## src/rtl/gmii_tx_framer.sv

```systemverilog
// GMII transmit framer: wraps a valid/ready/last byte stream into an Ethernet
// frame (preamble, SFD, padding, CRC-32 FCS) and enforces the inter-frame gap.
module gmii_tx_framer #(
   parameter int unsigned IFG_CYCLES  = 12,
   parameter int unsigned MIN_PAYLOAD = 60
) (
   input  logic       gmii_clk,
   input  logic       rst_n,
   input  logic       s_valid,
   input  logic [7:0] s_data,
   input  logic       s_last,
   output logic       s_ready,
   output logic       gmii_txd_valid,
   output logic [7:0] gmii_txd_data,
   output logic       busy,
   output logic       frame_done,
   output logic       tx_underrun
);

   typedef enum logic [2:0] {IDLE, PREAMBLE, SFD, DATA, PAD, FCS, DRAIN, IFG} state_t;

   localparam logic [15:0] MIN_LEN  = 16'(MIN_PAYLOAD);
   localparam logic [7:0]  IFG_LAST = 8'(IFG_CYCLES - 1);

   function automatic logic [31:0] crc_byte(input logic [31:0] c, input logic [7:0] d);
      logic [31:0] r;
      r = c ^ {24'd0, d};
      for (int unsigned i = 0; i < 8; i++) begin
         r = r[0] ? ((r >> 1) ^ 32'hEDB88320) : (r >> 1);
      end
      return r;
   endfunction

   state_t      state_q, state_d;
   logic [7:0]  cnt_q, cnt_d;
   logic [15:0] len_q, len_d;
   logic [31:0] crc_q, crc_d;
   // Two register stages between state and pins: a staging byte, then the pins.
   logic        tx_valid_q, tx_valid_d;
   logic [7:0]  tx_data_q, tx_data_d;
   logic        tx_done_q, tx_done_d;
   logic        tx_urun_q, tx_urun_d;
   logic        out_valid_q, out_valid_d;
   logic [7:0]  out_data_q, out_data_d;
   logic        out_done_q, out_done_d;
   logic        out_urun_q, out_urun_d;

   logic [15:0] len_inc;
   logic [31:0] crc_inv;

   always_comb begin
      state_d    = state_q;
      cnt_d      = cnt_q;
      len_d      = len_q;
      crc_d      = crc_q;
      tx_valid_d = 1'b0;
      tx_data_d  = '0;
      tx_done_d  = 1'b0;
      tx_urun_d  = 1'b0;
      s_ready    = (state_q == DATA) || (state_q == DRAIN);
      busy       = (state_q != IDLE);
      len_inc    = (len_q == '1) ? len_q : len_q + 16'd1;
      crc_inv    = ~crc_q;

      case (state_q)
         IDLE: begin
            if (s_valid) begin
               state_d = PREAMBLE;
               cnt_d   = '0;
               len_d   = '0;
               crc_d   = '1;
            end
         end
         PREAMBLE: begin
            tx_valid_d = 1'b1;
            tx_data_d  = 8'h55;
            if (cnt_q == 8'd6) state_d = SFD;
            else               cnt_d   = cnt_q + 8'd1;
         end
         SFD: begin
            tx_valid_d = 1'b1;
            tx_data_d  = 8'hD5;
            state_d    = DATA;
         end
         DATA: begin
            if (s_valid) begin
               tx_valid_d = 1'b1;
               tx_data_d  = s_data;
               crc_d      = crc_byte(crc_q, s_data);
               len_d      = len_inc;
               if (s_last) begin
                  cnt_d   = '0;
                  state_d = (len_inc < MIN_LEN) ? PAD : FCS;
               end
            end else begin
               // Starved mid-frame: abandon the frame and swallow the rest.
               tx_urun_d = 1'b1;
               state_d   = DRAIN;
            end
         end
         PAD: begin
            tx_valid_d = 1'b1;
            crc_d      = crc_byte(crc_q, 8'h00);
            len_d      = len_inc;
            if (len_inc >= MIN_LEN) begin
               cnt_d   = '0;
               state_d = FCS;
            end
         end
         FCS: begin
            tx_valid_d = 1'b1;
            tx_data_d  = crc_inv[{cnt_q[1:0], 3'b000} +: 8];
            if (cnt_q == 8'd3) begin
               tx_done_d = 1'b1;
               cnt_d     = '0;
               state_d   = IFG;
            end else begin
               cnt_d = cnt_q + 8'd1;
            end
         end
         DRAIN: begin
            if (s_valid && s_last) begin
               cnt_d   = '0;
               state_d = IFG;
            end
         end
         IFG: begin
            if (cnt_q == IFG_LAST) state_d = IDLE;
            else                   cnt_d   = cnt_q + 8'd1;
         end
         default: state_d = IDLE;
      endcase

      out_valid_d = tx_valid_q;
      out_data_d  = tx_data_q;
      out_done_d  = tx_done_q;
      out_urun_d  = tx_urun_q;
   end

   always_ff @(posedge gmii_clk) begin
      if (!rst_n) begin
         state_q     <= IDLE;
         cnt_q       <= '0;
         len_q       <= '0;
         crc_q       <= '1;
         tx_valid_q  <= 1'b0;
         tx_data_q   <= '0;
         tx_done_q   <= 1'b0;
         tx_urun_q   <= 1'b0;
         out_valid_q <= 1'b0;
         out_data_q  <= '0;
         out_done_q  <= 1'b0;
         out_urun_q  <= 1'b0;
      end else begin
         state_q     <= state_d;
         cnt_q       <= cnt_d;
         len_q       <= len_d;
         crc_q       <= crc_d;
         tx_valid_q  <= tx_valid_d;
         tx_data_q   <= tx_data_d;
         tx_done_q   <= tx_done_d;
         tx_urun_q   <= tx_urun_d;
         out_valid_q <= out_valid_d;
         out_data_q  <= out_data_d;
         out_done_q  <= out_done_d;
         out_urun_q  <= out_urun_d;
      end
   end

   assign gmii_txd_valid = out_valid_q;
   assign gmii_txd_data  = out_data_q;
   assign frame_done     = out_done_q;
   assign tx_underrun    = out_urun_q;

endmodule

```

## config.mk

```make
export PLATFORM = sky130hd
export DESIGN_NAME = gmii_tx_framer
export DESIGN_NICKNAME = d
export VERILOG_FILES = /design/src/rtl/gmii_tx_framer.sv
export SDC_FILE = /design/constraint.sdc
export NUM_CORES = 1
export LEC_CHECK = 0
export ABC_AREA = 0
export CAP_MARGIN = 20
export CORE_UTILIZATION = 62
export CTS_BUF_LIST = sky130_fd_sc_hd__clkbuf_16
export CTS_CLUSTER_SIZE = 25
export DETAILED_ROUTE_END_ITERATION = 10
export GPL_ROUTABILITY_DRIVEN = 0
export HOLD_SLACK_MARGIN = 0.03
export PLACE_DENSITY = 0.9
export SYNTH_ARGS = -nofsm -noshare
export SYNTH_HDL_FRONTEND = slang
export SYNTH_SLANG_ARGS = --single-unit
```

## constraint.sdc

```tcl
create_clock -name gmii_clk -period 3.1 [get_ports gmii_clk]
set_input_delay 0.31 -clock gmii_clk [delete_from_list [all_inputs] [get_ports gmii_clk]]
set_output_delay 0.31 -clock gmii_clk [all_outputs]
set_load 0.1 [all_outputs]
```

==> summary.txt <==
Setup Skew: 8.48 ps
Sequential element share of the synthesized area: 28.8%
FFs w/ async S/R, synth: 0%
Row cnt: 34
Root buffer cell: clkbuf_16
N_diodes: 0
Drc violations: 0
Period utilization: 86.7%
Setup Fix Bufs, Post-CTS: 0
Synthesized flop and latch total: 81
Worst r2r src: len_q[2]
H-Tree Depth: 3
Sw Ratio: 29.6%
Unrepaired setup endpoints after global routing: false
ANT nets after route: 0
Initial DRC count: 803
DPL Wire Length: 11.0 mm
Mux cell area share after synthesis: 3.76%
CP arrival: 2940 ps
Worst r2r path cells: 6
All-Layer GR Usage: 35.8%
Worst Setup Slack, final: 413 ps
Multi-input logic area: 3780 µm²
WHS Path Cells: 1
Worst-case vdd ir drop: 339 µV
Later-pin clock latency in the skew report: 340 ps
Antenna violations before repair: 0
Drt wl/cell: 21.0 µm
CTS Buf Count: 9
Synth Instances: 660
Setup_tns: 0 ps
Layout area overhead: 11.2%
Register share of total power: 40.5%
Post-CTS Hold Buffers: 0
Critical path startpoint category: flip-flop
Number of global-route vias before repair: 5290
Crit path launch: len_q[2]
Switching power: 809 µW
Endpoint class of the critical path: flip-flop
Vias per cell: 6.91
Starting Density: 64.2%
Ports: 25
Max FO, Critical Path: 10
Commonest register cell after synthesis: dfxtp_1
Worst Max-Slew Pin Slew: 975 ps
Nets: 686
CTS tree: done
Post-Syn Area: 5630 µm²
Die Footprint: 9460 µm²
Post-synthesis simple-gate area fraction: 19.8%
Design area: 6260 µm²
Clock Pin Slew Worst Setup and Hold Paths: 60 ps
Final Setup Violations: 0
Resize count post-CTS: 0
Max Root-Sink Buffers: 2
Cell Int Power: 1920 µW
Most common cell after layout, fill and taps aside: xnor2_1
Status: completed
Syn_area_per_cell: 8.53 µm²
Final worst path period need: 2690 ps
Gate power share: 20.0%
Clk network pwr share: 39.5%
Routed via count: 5421
Post-place instance area: 5960 µm²
Min-delay worst type: flip-flop to flip-flop
Die width: 97.3 µm
Pre-CTS setup slack: 440 ps
Most frequent cells in the layout: 84 x xnor2_1, 81 x dfxtp_1, 70 x nor2_1, 55 x nand2_1, 28 x nand3_1
First-pass GRT wire length: 27.1 mm
Syn nets: 675
Xor and xnor fraction of the mapped netlist area: 23.6%
Final slew viol count: 0
Compound-Gate Fraction of Synth Area: 19.2%
Synth Area in Adders: 0.667%
Overall power: 2730 µW
Core area: 8760 µm²
Peak Freq: 372 MHz
Hold Startpoint: out_data_d[5]
GRT overflow: 0
Static leakage: 0.00217 µW
Final Hold Fails: 0
Slew headroom: 34.8%
DRT Pass-1 Iters: 6
EDFF count, synth: 0
Power density over cell area: 436 nW/µm²
Max cap viols: 0
Clock sink count: 81
Port Buffers: 24
Count of cell types in the netlist: 75
Register area: 1620 µm²
Pin count of the biggest net entering global routing: 55
Number of fill cells: 598
Kind of critical path: flip-flop to flip-flop
Share of layout cells above drive strength 1: 11.8%
Post-Route WL: 16.5 mm
WP data required: 3360 ps
Synth Warn #: 0
Die H: 97.3 µm
WHS: 433 ps
Largest family of logic cells by synthesized area: XOR/XNOR gates
synth_stat cells (4+ instances only):
master | instances | area [µm²]
xnor2_1 | 84 | 736
a221oi_1 | 8 | 70.1
xor2_1 | 26 | 228
and2_1 | 15 | 93.8
nand4_1 | 6 | 37.5
nand2_1 | 55 | 206
buf_4 | 5 | 37.5
o21ai_0 | 24 | 120
o211ai_1 | 7 | 52.6
clkbuf_1 | 31 | 116
nor2_1 | 70 | 263
mux4_2 | 8 | 180
buf_2 | 9 | 45.0
nor3_1 | 13 | 65.1
dfxtp_1 | 81 | 1620
o21ai_1 | 17 | 85.1
nand2b_1 | 9 | 56.3
or2_2 | 5 | 31.3
nand3_1 | 28 | 140
xnor3_1 | 5 | 113
a311oi_1 | 6 | 52.6
a211oi_1 | 12 | 90.1
a2bb2oi_1 | 4 | 35.0
and3_1 | 7 | 43.8
xor2_2 | 4 | 65.1
a41oi_1 | 5 | 43.8
inv_1 | 4 | 15.0
a31oi_1 | 9 | 56.3
o221ai_1 | 7 | 61.3
a21oi_1 | 27 | 135
o21a_1 | 5 | 37.5
worst paths after layout:
kind / to / slack, ps
max: cnt_q[0] / 410
max reg2reg: cnt_q[0] / 410
min reg2reg: gmii_txd_data[5] / 430
min: gmii_txd_data[5] / 430
critical path, cell delays in order (launching register included):
cell	delay, ps
dfxtp_1	520
nand4_2	270
nor4_1	370
mux2_2	410
a211oi_1	320
nand4_1	380
a221oi_2	320
final cells by class:
cell class,count,share of cell area (%)
Multi-Input combinational cell,526,60.3
Sequential cell,81,25.9
Timing Repair Buffer,48,6.56
Clock buffer,9,3.60
Tap cell,108,2.16
Clock inverter,7,1.14
Inverter,5,0.300
through the flow:
step,utilization [%],cells
floorplan,-,660
global placement,68.0,768
detailed placement,68.0,768
CTS,71.4,784
global route,71.4,784
finish,71.4,784
registers in the layout, indices dropped and copies added, names as in the netlist, 3 cells and up:
register       count
cnt_q              8
crc_q             32
gmii_txd_data      8
len_q             16
out_data_d         8
state_q            3
per-layer routing:
| layer | GRT usage [%] | vias to the layer above | routed length (µm) |
|---|---|---|---|
| li1 | - | 2374 | - |
| met1 | 45.6 | 2481 | 6120 |
| met2 | 57.7 | 461 | 7540 |
| met3 | 6.47 | 105 | 1960 |
| met4 | 19.6 | 0 | 867 |
| met5 | 0 | - | 0 |
cells by family (layout without fill, tap and decap cells):
| group | Yosys count | after routing |
|---|---|---|
| AO/OA/AOI/OAI | 157 | 157 |
| adder cells (fa/ha/maj) | 3 | 3 |
| XOR/XNOR | 127 | 127 |
| flip-flops | 81 | 81 |
| multiplexers | 11 | 11 |
| AND/OR/NAND/NOR | 228 | 228 |
| buffers and inverters | 53 | 69 |
power groups by stage:
stage | Combinational [µW] | Clock (µW) | Sequential [µW]
after floorplan | 386 | 0 | 1120
final | 545 | 1080 | 1110
after global routing | 572 | 1120 | 1110
after detailed placement | 515 | 0 | 1130
after global placement | 498 | 0 | 1130
after CTS | 527 | 1080 | 1100
(Power assumes the default switching activity.)
